<file path="src/rtl/m_seven_segment_decoder_if.sv">
// rtl/m_seven_segment_decoder_if.sv - display bus snoop and decoded-digit interface
interface m_seven_segment_decoder_if #(
  parameter int DIGITS = 8
);
  logic [7:0]          seg_n;
  logic [DIGITS-1:0]   an_n;
  logic [4*DIGITS-1:0] odat;
  logic [DIGITS-1:0]   point;
  logic [DIGITS-1:0]   digit_valid;
  logic                upd;
  logic [2:0]          upd_idx;
  logic                err;

  modport master (
    output seg_n, an_n,
    input  odat, point, digit_valid, upd, upd_idx, err
  );

  modport slave (
    input  seg_n, an_n,
    output odat, point, digit_valid, upd, upd_idx, err
  );
endinterface

</file>
<file path="src/rtl/m_seven_segment_decoder.sv">
// rtl/m_seven_segment_decoder.sv - 7-segment bus decoder with stability filter
// Optional macro SEVSEG_DEC_ALT_GLYPH_EN adds alternate 7, 9 and C glyphs.
module m_seven_segment_decoder #(
  parameter int DIGITS        = 8,
  parameter int STABLE_CYCLES = 4
) (
  input logic clk,
  input logic rst,
  m_seven_segment_decoder_if.slave bus
);
  localparam int W  = DIGITS + 8;
  localparam int CW = $clog2(STABLE_CYCLES + 1);

  logic [W-1:0]        s1, s2, s3;
  logic [CW-1:0]       cnt;
  logic                captured;
  logic [4*DIGITS-1:0] odat_r;
  logic [DIGITS-1:0]   point_r, valid_r;
  logic                upd_r, err_r;
  logic [2:0]          idx_r;

  logic                stable, fire, multi, hit, blank, dp;
  logic [DIGITS-1:0]   an_low;
  logic [2:0]          idx;
  logic [3:0]          val;

  function automatic logic [4:0] glyph(input logic [6:0] g);
    case (g)
      7'h40: glyph = 5'h10;
      7'h79: glyph = 5'h11;
      7'h24: glyph = 5'h12;
      7'h30: glyph = 5'h13;
      7'h19: glyph = 5'h14;
      7'h12: glyph = 5'h15;
      7'h02: glyph = 5'h16;
      7'h78: glyph = 5'h17;
      7'h00: glyph = 5'h18;
      7'h18: glyph = 5'h19;
      7'h08: glyph = 5'h1A;
      7'h03: glyph = 5'h1B;
      7'h27: glyph = 5'h1C;
      7'h21: glyph = 5'h1D;
      7'h06: glyph = 5'h1E;
      7'h0E: glyph = 5'h1F;
`ifdef SEVSEG_DEC_ALT_GLYPH_EN
      7'h10: glyph = 5'h19;
      7'h58: glyph = 5'h17;
      7'h46: glyph = 5'h1C;
`endif
      default: glyph = 5'h00;
    endcase
  endfunction

  always_comb begin
    stable = (s2 == s3);
    // Counter reaching STABLE_CYCLES-1 on this edge is the capture point.
    fire   = stable && !captured && (cnt == CW'(STABLE_CYCLES - 2));
    an_low = ~s2[W-1:8];
    multi  = (an_low & (an_low - DIGITS'(1))) != '0;
    idx    = 3'd0;
    for (int i = 0; i < DIGITS; i++) begin
      if (an_low[i]) idx = 3'(i);
    end
    {hit, val} = glyph(s2[6:0]);
    blank  = (s2[6:0] == 7'h7F);
    dp     = ~s2[7];
  end

  always_ff @(posedge clk or posedge rst) begin
    if (rst) begin
      s1       <= '1;
      s2       <= '1;
      s3       <= '1;
      cnt      <= '0;
      captured <= 1'b0;
      odat_r   <= '0;
      point_r  <= '0;
      valid_r  <= '0;
      upd_r    <= 1'b0;
      err_r    <= 1'b0;
      idx_r    <= 3'd0;
    end else begin
      s1    <= {bus.an_n, bus.seg_n};
      s2    <= s1;
      s3    <= s2;
      upd_r <= 1'b0;
      err_r <= 1'b0;
      if (!stable) begin
        cnt      <= '0;
        captured <= 1'b0;
      end else if (cnt != CW'(STABLE_CYCLES - 1)) begin
        cnt <= cnt + CW'(1);
      end
      if (fire) begin
        captured <= 1'b1;
        if (multi) begin
          err_r <= 1'b1;
        end else if (an_low != '0) begin
          // Unrecognized glyphs report err alone so upd and err stay exclusive.
          upd_r <= hit || blank;
          err_r <= !(hit || blank);
          if (hit || blank) idx_r <= idx;
          for (int i = 0; i < DIGITS; i++) begin
            if (an_low[i]) begin
              valid_r[i] <= hit;
              if (hit)        odat_r[4*i +: 4] <= val;
              else if (blank) odat_r[4*i +: 4] <= 4'd0;
              if (hit || blank) point_r[i] <= dp;
            end
          end
        end
      end
    end
  end

  assign bus.odat        = odat_r;
  assign bus.point       = point_r;
  assign bus.digit_valid = valid_r;
  assign bus.upd         = upd_r;
  assign bus.upd_idx     = idx_r;
  assign bus.err         = err_r;
endmodule
</file>
<file path="src/flat_wrapper.sv">
// flat-port wrapper written by rule: the top's interface ports become plain ports
module m_seven_segment_decoder_flat 
#(
  parameter int DIGITS        = 8,
  parameter int STABLE_CYCLES = 4
)
  (clk, rst, bus_seg_n, bus_an_n, bus_odat, bus_point, bus_digit_valid, bus_upd, bus_upd_idx, bus_err);
  m_seven_segment_decoder_if #(.DIGITS(DIGITS)) bus_i ();
  input logic clk;
  input logic rst;
  input wire logic [$bits(bus_i.seg_n)-1:0] bus_seg_n;
  input wire logic [$bits(bus_i.an_n)-1:0] bus_an_n;
  output wire logic [$bits(bus_i.odat)-1:0] bus_odat;
  output wire logic [$bits(bus_i.point)-1:0] bus_point;
  output wire logic [$bits(bus_i.digit_valid)-1:0] bus_digit_valid;
  output wire logic [$bits(bus_i.upd)-1:0] bus_upd;
  output wire logic [$bits(bus_i.upd_idx)-1:0] bus_upd_idx;
  output wire logic [$bits(bus_i.err)-1:0] bus_err;
  assign bus_i.seg_n = bus_seg_n;
  assign bus_i.an_n = bus_an_n;
  assign bus_odat = bus_i.odat;
  assign bus_point = bus_i.point;
  assign bus_digit_valid = bus_i.digit_valid;
  assign bus_upd = bus_i.upd;
  assign bus_upd_idx = bus_i.upd_idx;
  assign bus_err = bus_i.err;
  m_seven_segment_decoder #(.DIGITS(DIGITS), .STABLE_CYCLES(STABLE_CYCLES)) u_core (.clk(clk), .rst(rst), .bus(bus_i));
endmodule
</file>
<file path="config.mk">
export PLATFORM = sky130hd
export DESIGN_NAME = m_seven_segment_decoder_flat
export DESIGN_NICKNAME = d
export VERILOG_FILES = /design/src/rtl/m_seven_segment_decoder_if.sv /design/src/rtl/m_seven_segment_decoder.sv /design/src/flat_wrapper.sv
export SDC_FILE = /design/constraint.sdc
export NUM_CORES = 1
export LEC_CHECK = 0
export ABC_AREA = 1
export BUFFER_PORTS_ARGS = -buffer_cell sky130_fd_sc_hd__clkbuf_2
export CAP_MARGIN = 15
export CORE_UTILIZATION = 55
export DETAILED_ROUTE_END_ITERATION = 10
export PLACE_DENSITY = 0.78
export SLEW_MARGIN = 20
export SYNTH_ARGS = -nofsm -noshare
export SYNTH_HDL_FRONTEND = slang
export SYNTH_SLANG_ARGS = --single-unit
</file>
<file path="constraint.sdc">
create_clock -name clk -period 8.8 [get_ports clk]
set_input_delay 2.64 -clock clk [delete_from_list [all_inputs] [get_ports clk]]
set_output_delay 2.64 -clock clk [all_outputs]
set_load 0.1 [all_outputs]
</file>
Word level (Yosys, flattened, before mapping)
Cells that the tools add are included.
{ "classes": {"addsub": 2, "eq_ne": 21, "n_mux": 20, "bitwise": 4, "reduce_logical": 34} }
{ "ops": {"columns": ["cell", "count"], "rows": [
  ["$pmux W5 S16", 1],
  ["$reduce_and A5 Y1", 16],
  ["$reduce_and A4 Y1", 9],
  ["$eq A7 B6 Y1 const B", 4],
  ["$eq A7 B7 Y1 const B", 4],
  ["$eq A7 B5 Y1 const B", 3],
  ["$mux W3", 6],
  ["$eq A16 B16 Y1", 1],
  ["$reduce_bool A8 Y1", 2],
  ["$eq A7 B2 Y1 const B", 2],
  ["$eq A7 B4 Y1 const B", 2],
  ["$mux W1", 9],
  ["$and A8 B8 Y8", 1],
  ["$mux W4", 2],
  ["$not A8 Y8", 1],
  ["$sub A8 B1 Y8 const B", 1],
  ["$eq A7 B3 Y1 const B", 1],
  ["$logic_not A7 Y1", 1],
  ["$mux W2", 2],
  ["$ne A2 B2 Y1 const B", 2],
  ["$add A3 B1 Y3 const B", 1],
  ["$eq A3 B2 Y1 const B", 1],
  ["$ne A3 B2 Y1 const B", 1],
  ["$logic_and A1 B1 Y1", 2],
  ["4 further kinds", 6]
]} }
{ "word_totals": {"regBits": 105, "in_bits": 18, "out_inout_bits": 53, "word_cells": 113} }

Logic depth before layout (Yosys ltp)
Gate-level depths: netlist of the first run.
{ "logic_depth": {"word_depth": 8, "mapped_depth": 13, "mapped_depth_nobuf": 12} }

Worst setup path after synthesis of the first run
Ideal clock, no wire load.
{ "synth_path": {"kind": "register -> output", "from": "reg u_core.odat_r[0], in the netlist u_core.bus.odat[0]", "to": "out bus_odat[0]", "arrival_ps": 898, "t_required_ps": 6160, "path_slack_ps": 5262, "stages_incl_launch_ff": 1, "path_buffers": 0, "path_cell_list": "dfrtp_1"} }
{ "synth_lines": {"columns": ["element", "line_no", "source"], "rows": [
  ["start, declared", "m_seven_segment_decoder.sv:17", "logic [4*DIGITS-1:0] odat_r;"],
  ["start signal, assigned by index", "m_seven_segment_decoder.sv:106", "if (hit) odat_r[4*i +: 4] <= val;"],
  ["end, declared", "flat_wrapper.sv:13", "output wire logic [$bits(bus_i.odat)-1:0] bus_odat;"]
]} }
No word-level cell between the ends.

Final worst setup path of the first run
{ "layout_path": {"from": "reg u_core.point_r[2], in the netlist u_core.bus.point[2]", "to": "out bus_point[2]"} }
{ "layout_lines": {"columns": ["element", "line_no", "source"], "rows": [
  ["start, declared", "m_seven_segment_decoder.sv:18", "logic [DIGITS-1:0] point_r, valid_r;"],
  ["start signal, assigned by index", "m_seven_segment_decoder.sv:108", "if (hit || blank) point_r[i] <= dp;"],
  ["end, declared", "flat_wrapper.sv:14", "output wire logic [$bits(bus_i.point)-1:0] bus_point;"]
]} }
No word-level cell between the ends.

==> results.cfg, run 1 <==
[status]
outcome = complete, no violations

[placement]
place_hpwl_mm = 6.39
portBuffers = 70
gp_congestion = 0.846

[global_routing]
grt_pass1_vias = 3445
grt_max_degree = 64
grt_antenna_before_repair = 0
groute.usage.overall_pct = 22.3
grt-ovfl-total = 0
grt_pass1_wl_mm = 15.1

[route]
drtAntennaViolNets = 0
wire_per_inst_um = 13.1
dr.pass1.iters = 4
via_per_inst = 5.12
drc = 0
dr_total_vias = 3558
drt_iter0_drc = 127
routed_wl_mm = 9.09

[setup_path]
arrival_ns = 1.23
path_max_fanout = 2
critPathTopFamily = buffers and inverters
r2r_start = u_core.s2[6]$_DFF_PP1_
path_depth = 1
critPathKind = flip-flop to output port
endpoint_kind = output port
critical_path_buf_inv_count = 1
r2r_cells = 10
crit_path_cell_trace = clkbuf_2
rrSetupSlack_ns = 5.95
reg2reg_to = u_core.bus.point[1]$_DFFE_PP0P_
critical_path_required_ns = 6.16
crit_path_top_delay_cell = clkbuf_2
startpoint_type = flip-flop
slowest_delay_ns = 0.47

[synth]
ys_warn_count = 0
syn_area_mm2 = 0.00464
synth.distinct_cells = 25
async_reset_ff_share_pct = 100
synth_most_common_cell = nand2_1
synth_top_area_share_pct = 30.8
syn_nets = 537
syn_area_per_cell_um2 = 8.99
yosysSeqAreaShare_pct = 58.0
syn_inst = 516
ys.flop_type = dfrtp_1
synthTopCellsByCount = 184 x nand2_1, 57 x dfrtp_1, 57 x inv_1
synth_area_leaders = dfrtp_1 31%, dfstp_2 27%, nand2_1 15%
synth_top_cell_by_area = dfrtp_1
synth.ff_latch_count = 105
synth_edf_count = 0

[timing]
worst_pin_slew_ns = 1.07
min_period_over_period_pct = 44.0
setup_viol = 0
skew_ns = 0.0122
setup_tns_ns = 0
hold_viol_final = 0
relSlewSlack_pct = 28.6
rsz0062_at_grt = no
drv_slew = 0
fin_crit_ns = 3.87
fin_hold_ws_ns = 0.350
fmaxAchievable_mhz = 258

[floorplanning]
dieArea_mm2 = 0.00880
die_w_um = 93.8
num_io_pins = 71
coreArea_mm2 = 0.00818
rows = 33
fp.dieH_um = 93.8
start_util_pct = 56.7

[clock_tree]
cts_made_buffers = 9
cts_num_sinks = 105
cts_tree = built
clockRootBuffer = clkbuf_8
clkTransAtPathRegs_ns = 0.10
clock_path_buffers = 2
clock_latency_ns = 0.37
holdBufCountCts = 0
cts_resized = 0
htreeDepth = 3
post-cts-setup-buffers = 0

[finish]
multi_input_area_mm2 = 0.00163
drive_above_1_share_pct = 27.1
area_growth_pct = 13.2
num_antenna_cells = 0
fin_nets = 606
nFillCells = 685
seq_area_mm2 = 0.00269

[min_path]
hp-start = u_core.s1[15]$_DFF_PP1_
min_path_cells = 0
hold_end = u_core.s2[15]$_DFF_PP1_
hp-class = flip-flop to flip-flop

[flow_run]
cap_violations = 0

[power]
power_density_mw_per_mm2 = 165
p_leak_nw = 2.88
irDropWorstVdd_v = 0.000134
-- metal layers --
layer | global-route usage, % | vias to the layer above | wire length [µm]
met3 | 3.07 | 14 | 546
met1 | 27.7 | 1663 | 3910
li1 | - | 1771 | -
met5 | 0 | - | 0
met2 | 38.4 | 110 | 4480
met4 | 10.5 | 0 | 153
-- worst register-to-register path, delay by kind of cell, from the launching register on --
family	cells	cell delay, ns
buffers and inverters	1	0.11
AND/OR/NAND/NOR	9	2.09
flip-flops	1	0.59
-- where the power goes --
part / switching (mW) / leakage (nW) / internal, mW
clock network: 0.160 / 0.113 / 0.146
logic: 0.0340 / 1.46 / 0.0115
registers: 0.0106 / 1.30 / 0.503
-- flip-flops by register name (all words and copies together) (netlist names) --
signal                  flops
u_core.captured             1
u_core.bus.upd_idx          3
u_core.bus.odat            32
u_core.bus.point            8
u_core.s1                  16
u_core.bus.err              1
u_core.cnt                  3
u_core.s3                  16
u_core.s2                  16
u_core.bus.upd              1
u_core.bus.digit_valid      8
-- through the flow --
step                util (%)  total power, mW  instances  setup slack (ns)  area (µm²)
global placement        61.5            0.565        679              4.96        5030
finish                  64.2            0.865        695              4.93        5250
CTS                     64.2            0.870        695              4.93        5250
floorplan                  -            0.555        516              3.48        4640
detailed placement      61.5            0.568        679              4.91        5030
global route            64.2            0.899        695              4.90        5250
-- layout make-up --
| type | count | share of cell area [%] |
|---|---|---|
| inverter | 59 | 4.27 |
| timing repair buffer | 71 | 6.82 |
| multi-input combinational | 339 | 31.0 |
| clock buffer | 12 | 3.58 |
| clock inverter | 4 | 0.596 |
| sequential | 105 | 51.2 |
| tap | 105 | 2.50 |
-- cell usage in the layout, fill, tap and decap left out, types with 9 or more instances in the layout --
cell / netlist / final
nand2_1: 184 / 184
clkbuf_2: 0 / 70
dfrtp_1: 57 / 57
inv_1: 57 / 56
nor2_1: 48 / 48
dfstp_2: 48 / 48
nand4_1: 46 / 46
nand3_1: 18 / 18
nand3_2: 10 / 10
clkbuf_8: 0 / 10
nor2_4: 9 / 9
-- cells by family (layout without fill, tap and decap cells) --
group / count (synthesis) / after routing / synth area share [%]
simple gates: 320 / 320 / 32.2
buf+inv: 72 / 146 / 6.91
compound gates: 13 / 13 / 1.54
xor+xnor: 3 / 3 / 0.567
flops: 105 / 105 / 58.0
fa+ha+maj: 3 / 3 / 0.810
-- how the worst max path moves through the flow --
stage / from / to / slack, ns
2_1_floorplan: rst / u_core.bus.digit_valid[0]$_DFFE_PP0P_ / 3.48
3_3_place_gp: rst / u_core.bus.digit_valid[0]$_DFFE_PP0P_ / 4.96
3_5_place_dp: rst / u_core.bus.digit_valid[1]$_DFFE_PP0P_ / 4.91
4_1_cts: u_core.bus.point[2]$_DFFE_PP0P_ / bus_point[2] / 4.93
5_1_grt: u_core.bus.odat[9]$_DFFE_PP0P_ / bus_odat[9] / 4.90
6_report: u_core.bus.point[2]$_DFFE_PP0P_ / bus_point[2] / 4.93
No activity file was read; power rests on OpenSTA's default activity.
==> inputs of run 2 (changes only) <==
- CORE_UTILIZATION: 55 -> 51
- PLACE_DENSITY: 0.78 -> 0.76
- clock period: 8.8 -> 3.1 ns (I/O delays scaled with it)
==> results.cfg, run 2 (synthesis gave the netlist of run 1 again) <==
[status]
outcome = complete, no violations

[floorplanning]
die_w_um = 97.4
start_util_pct = 52.9
rows = 34
dieArea_mm2 = 0.00948
num_io_pins = 71
coreArea_mm2 = 0.00876
fp.dieH_um = 97.4

[finish]
drive_above_1_share_pct = 27.4
largest_register_ffs = 32
layout.cells.most_common = nand2_1
area_growth_pct = 14.4
final_cell_mix = 184 x nand2_1, 70 x clkbuf_2, 57 x dfrtp_1
num_antenna_cells = 0
fin_nets = 608

[global_routing]
groute.usage.overall_pct = 21.7
grt-ovfl-total = 0
grt_antenna_before_repair = 0
grt_max_degree = 38
grt_pass1_vias = 3472
grt_pass1_wl_mm = 16.3

[timing]
rsz0062_at_grt = no
setup_tns_ns = 0
fin_crit_ns = 2.43
drv_slew = 0
min_period_over_period_pct = 78.4
hold_viol_final = 0
worst_pin_slew_ns = 0.849
relSlewSlack_pct = 43.3
fin_hold_ws_ns = 0.357
fmaxAchievable_mhz = 411
skew_ns = 0.0150
setup_viol = 0

[clock_tree]
holdBufCountCts = 0
cts_num_sinks = 105
cts_tree = built
clock_path_buffers = 2
clkTransAtPathRegs_ns = 0.09
cts_resized = 0
htreeDepth = 3
clockRootBuffer = clkbuf_8
cts_made_buffers = 9
clock_latency_ns = 0.38
post-cts-setup-buffers = 0

[setup_path]
path_max_fanout = 29
arrival_ns = 2.74
critPathKind = flip-flop to flip-flop
endpoint_kind = flip-flop
critical_path_required_ns = 3.41
rrSetupSlack_ns = 0.67
startpoint_type = flip-flop

[placement]
portBuffers = 70
place_hpwl_mm = 6.69
gp_congestion = 0.845

[power]
p_leak_nw = 2.89
power_density_mw_per_mm2 = 473
irDropWorstVdd_v = 0.000311

[route]
drc = 0
drtAntennaViolNets = 0
drt_iter0_drc = 179
dr_total_vias = 3563
routed_wl_mm = 9.28
via_per_inst = 5.09
wire_per_inst_um = 13.3
dr.pass1.iters = 4

[min_path]
hp-class = flip-flop to flip-flop

[flow_run]
cap_violations = 0
==> run 2: layer usage <==
metal	global-route usage (%)	share of wire, %
met1	29.4	45
met2	34.3	48
met3	4.32	5.2
met4	8.94	2.1
met5	0	0
==> run 2: stage by stage <==
| stage | util (%) | cells | power, mW | worst slack, ns | area, µm² |
|---|---|---|---|---|---|
| 2_1_floorplan | - | 516 | 1.57 | 0.950 | 4640 |
| 3_3_place_gp | 58.1 | 684 | 1.62 | 0.756 | 5090 |
| 3_5_place_dp | 58.1 | 684 | 1.62 | 0.717 | 5090 |
| 4_1_cts | 60.5 | 700 | 2.54 | 0.687 | 5310 |
| 5_1_grt | 60.5 | 700 | 2.62 | 0.453 | 5310 |
| 6_report | 60.5 | 700 | 2.51 | 0.668 | 5310 |
==> run 2: worst max-delay path, cell delays in order (launching register included) <==
cell,delay (ns)
dfstp_2,0.57
inv_1,0.10
nand3_1,0.13
inv_1,0.06
nand2_1,0.09
nand3_1,0.11
nor2_1,0.21
nand3_2,0.47
buf_12,0.36
nand3_2,0.13
nand2_1,0.06
nand2_1,0.07
==> run 2: worst paths after layout <==
kind / start / endpoint / depth (start not counted)
worst max-delay path: u_core.s2[6]$_DFF_PP1_ / u_core.bus.odat[18]$_DFFE_PP0P_ / 11
worst min-delay path: u_core.s1[1]$_DFF_PP1_ / u_core.s2[1]$_DFF_PP1_ / 0
max in group asynchronous: rst / u_core.s3[14]$_DFF_PP1_ / 3
worst min register to register: u_core.s1[1]$_DFF_PP1_ / u_core.s2[1]$_DFF_PP1_ / 0
min in group asynchronous: rst / u_core.bus.point[4]$_DFFE_PP0P_ / 2
worst max register to register: u_core.s2[6]$_DFF_PP1_ / u_core.bus.odat[18]$_DFFE_PP0P_ / 11
==> run 2: report_power, final <==
part / switching (mW) / total, mW / internal [mW]
sequential: 0.0303 / 1.46 / 1.43
clock: 0.458 / 0.913 / 0.456
combinational: 0.0998 / 0.140 / 0.0407
==> run 2: area by class of cell <==
class                   instances  area [µm²]
multi-input cells             339        1630
inverters                      59         225
clock inverters                 7        93.8
well taps                     108         135
flip-flops and latches        105        2690
fillers                       771        3460
repair buffers                 73         410
clock buffers                   9         124
==> inputs of run 3 (changes only) <==
- clock period: 3.1 -> 2.09 ns (I/O delays scaled with it)
==> results.cfg, run 3 (synthesis gave the netlist of run 1 again) <==
[status]
outcome = complete, no violations

[placement]
place_hpwl_mm = 6.91
gp_congestion = 0.892
portBuffers = 70
place_ws_ns = 0.0109
place_area_mm2 = 0.00527

[finish]
nFillCells = 699
finish.utilization_pct = 66.0
final_cell_mix = 181 x nand2_1, 71 x clkbuf_2, 57 x dfrtp_1
fin_area_mm2 = 0.00578
num_antenna_cells = 0
drive_above_1_share_pct = 34.3
area_growth_pct = 24.7
fin_nets = 645
layout.cells.most_common = nand2_1
largest_register_ffs = 32

[power]
p_leak_nw = 3.10
power_density_mw_per_mm2 = 630
irDropWorstVdd_v = 0.000445

[global_routing]
groute.usage.overall_pct = 22.5
grt-ovfl-total = 0
grt_pass1_wl_mm = 17.0
grt_max_degree = 106
grt_pass1_vias = 3528
grt_antenna_before_repair = 0

[timing]
drv_slew = 0
fmaxAchievable_mhz = 492
fin_hold_ws_ns = 0.319
skew_ns = 0.0193
relSlewSlack_pct = 62.4
rsz0062_at_grt = yes
fin_ws_ns = 0.0556
hold_viol_final = 0
worst_pin_slew_ns = 0.564
min_period_over_period_pct = 97.3
fin_crit_ns = 2.03
setup_viol = 0

[floorplanning]
start_util_pct = 52.9
fp.dieH_um = 97.4
dieArea_mm2 = 0.00948
die_w_um = 97.4
rows = 34
num_io_pins = 71
coreArea_mm2 = 0.00876

[clock_tree]
clockRootBuffer = clkbuf_8
clock_latency_ns = 0.38
holdBufCountCts = 0
cts_tree = built
clock_path_buffers = 2
cts_made_buffers = 9
clkTransAtPathRegs_ns = 0.11
cts_num_sinks = 105
htreeDepth = 3

[min_path]
hp-class = input port to flip-flop

[route]
via_per_inst = 5.33
drtAntennaViolNets = 0
dr_total_vias = 3930
wire_per_inst_um = 14.6
drt_iter0_drc = 348
dr.pass1.iters = 5
drc = 0
routed_wl_mm = 10.7

[setup_path]
r2r_start = u_core.s2[3]$_DFF_PP1_
critical_path_required_ns = 2.35
reg2reg_to = u_core.bus.odat[16]$_DFFE_PP0P_
arrival_ns = 2.29
endpoint = u_core.bus.odat[16]$_DFFE_PP0P_
startpoint_type = flip-flop
path_max_fanout = 8
rrSetupSlack_ns = 0.06
r2r_cells = 12
critPathLaunch = u_core.s2[3]$_DFF_PP1_
critPathKind = flip-flop to flip-flop
endpoint_kind = flip-flop

[flow_run]
cap_violations = 0
-- run 3: worst min path at each step --
| stage | start | slack, ns | cells past startpoint | endpoint |
|---|---|---|---|---|
| finish | bus_seg_n[4] | 0.32 | 1 | u_core.s1[4]$_DFF_PP1_ |
| global route | bus_seg_n[5] | 0.30 | 1 | u_core.s1[5]$_DFF_PP1_ |
| CTS | bus_seg_n[4] | 0.31 | 1 | u_core.s1[4]$_DFF_PP1_ |
| detailed placement | u_core.s1[4]$_DFF_PP1_ | 0.35 | 0 | u_core.s2[4]$_DFF_PP1_ |
| global placement | u_core.s1[1]$_DFF_PP1_ | 0.35 | 0 | u_core.s2[1]$_DFF_PP1_ |
| floorplan | u_core.s1[0]$_DFF_PP1_ | 0.35 | 0 | u_core.s2[0]$_DFF_PP1_ |
-- run 3: through the flow --
| stage | power [mW] | TNS (ns) | std cells |
|---|---|---|---|
| after floorplan | 2.34 | 0 | 516 |
| after global placement | 2.42 | 0 | 705 |
| after detailed placement | 2.43 | 0 | 705 |
| after CTS | 3.61 | 0 | 725 |
| after global routing | 3.79 | -1.46 | 737 |
| final | 3.64 | 0 | 737 |
-- run 3: power by group --
| group | switching [mW] | total (mW) | leakage, nW | internal (mW) |
|---|---|---|---|---|
| Clock | 0.734 | 1.19 | 0.0903 | 0.453 |
| Combinational | 0.192 | 0.303 | 1.71 | 0.111 |
| Sequential | 0.0352 | 2.15 | 1.30 | 2.12 |
-- run 3: cell type report --
| class | instances | area, µm² | share of cell area, % |
|---|---|---|---|
| Timing Repair Buffer | 110 | 791 | 13.7 |
| Multi-Input combinational cell | 339 | 1760 | 30.5 |
| Sequential cell | 105 | 2690 | 46.5 |
| Inverter | 59 | 225 | 3.90 |
| Clock buffer | 10 | 128 | 2.21 |
| Clock inverter | 6 | 52.6 | 0.909 |
| Tap cell | 108 | 135 | 2.34 |
-- run 3: worst max-delay path, stage by stage, from the launching register on --
cell	delay, ns
dfstp_2	0.61
inv_2	0.08
nor2_2	0.12
nand2_2	0.12
nor2_4	0.13
nor2_2	0.06
nand2_1	0.14
nor2_4	0.07
nand3_4	0.17
buf_12	0.18
nand3_4	0.10
nand2_1	0.10
nand2_1	0.06
-- run 3: layer usage --
| layer | up-vias | global-route usage (%) | wire, µm |
|---|---|---|---|
| met5 | - | 0 | 0 |
| li1 | 1856 | - | - |
| met1 | 1894 | 31.1 | 4540 |
| met4 | 0 | 7.24 | 194 |
| met2 | 156 | 36.6 | 5380 |
| met3 | 24 | 3.53 | 624 |
-- run 3: repair_timing --
action	CTS	global route
setup endpoints to repair	20	53
gates resized for setup	1	35
gates cloned	0	3
pin swaps	4	18
setup buffers	4	9
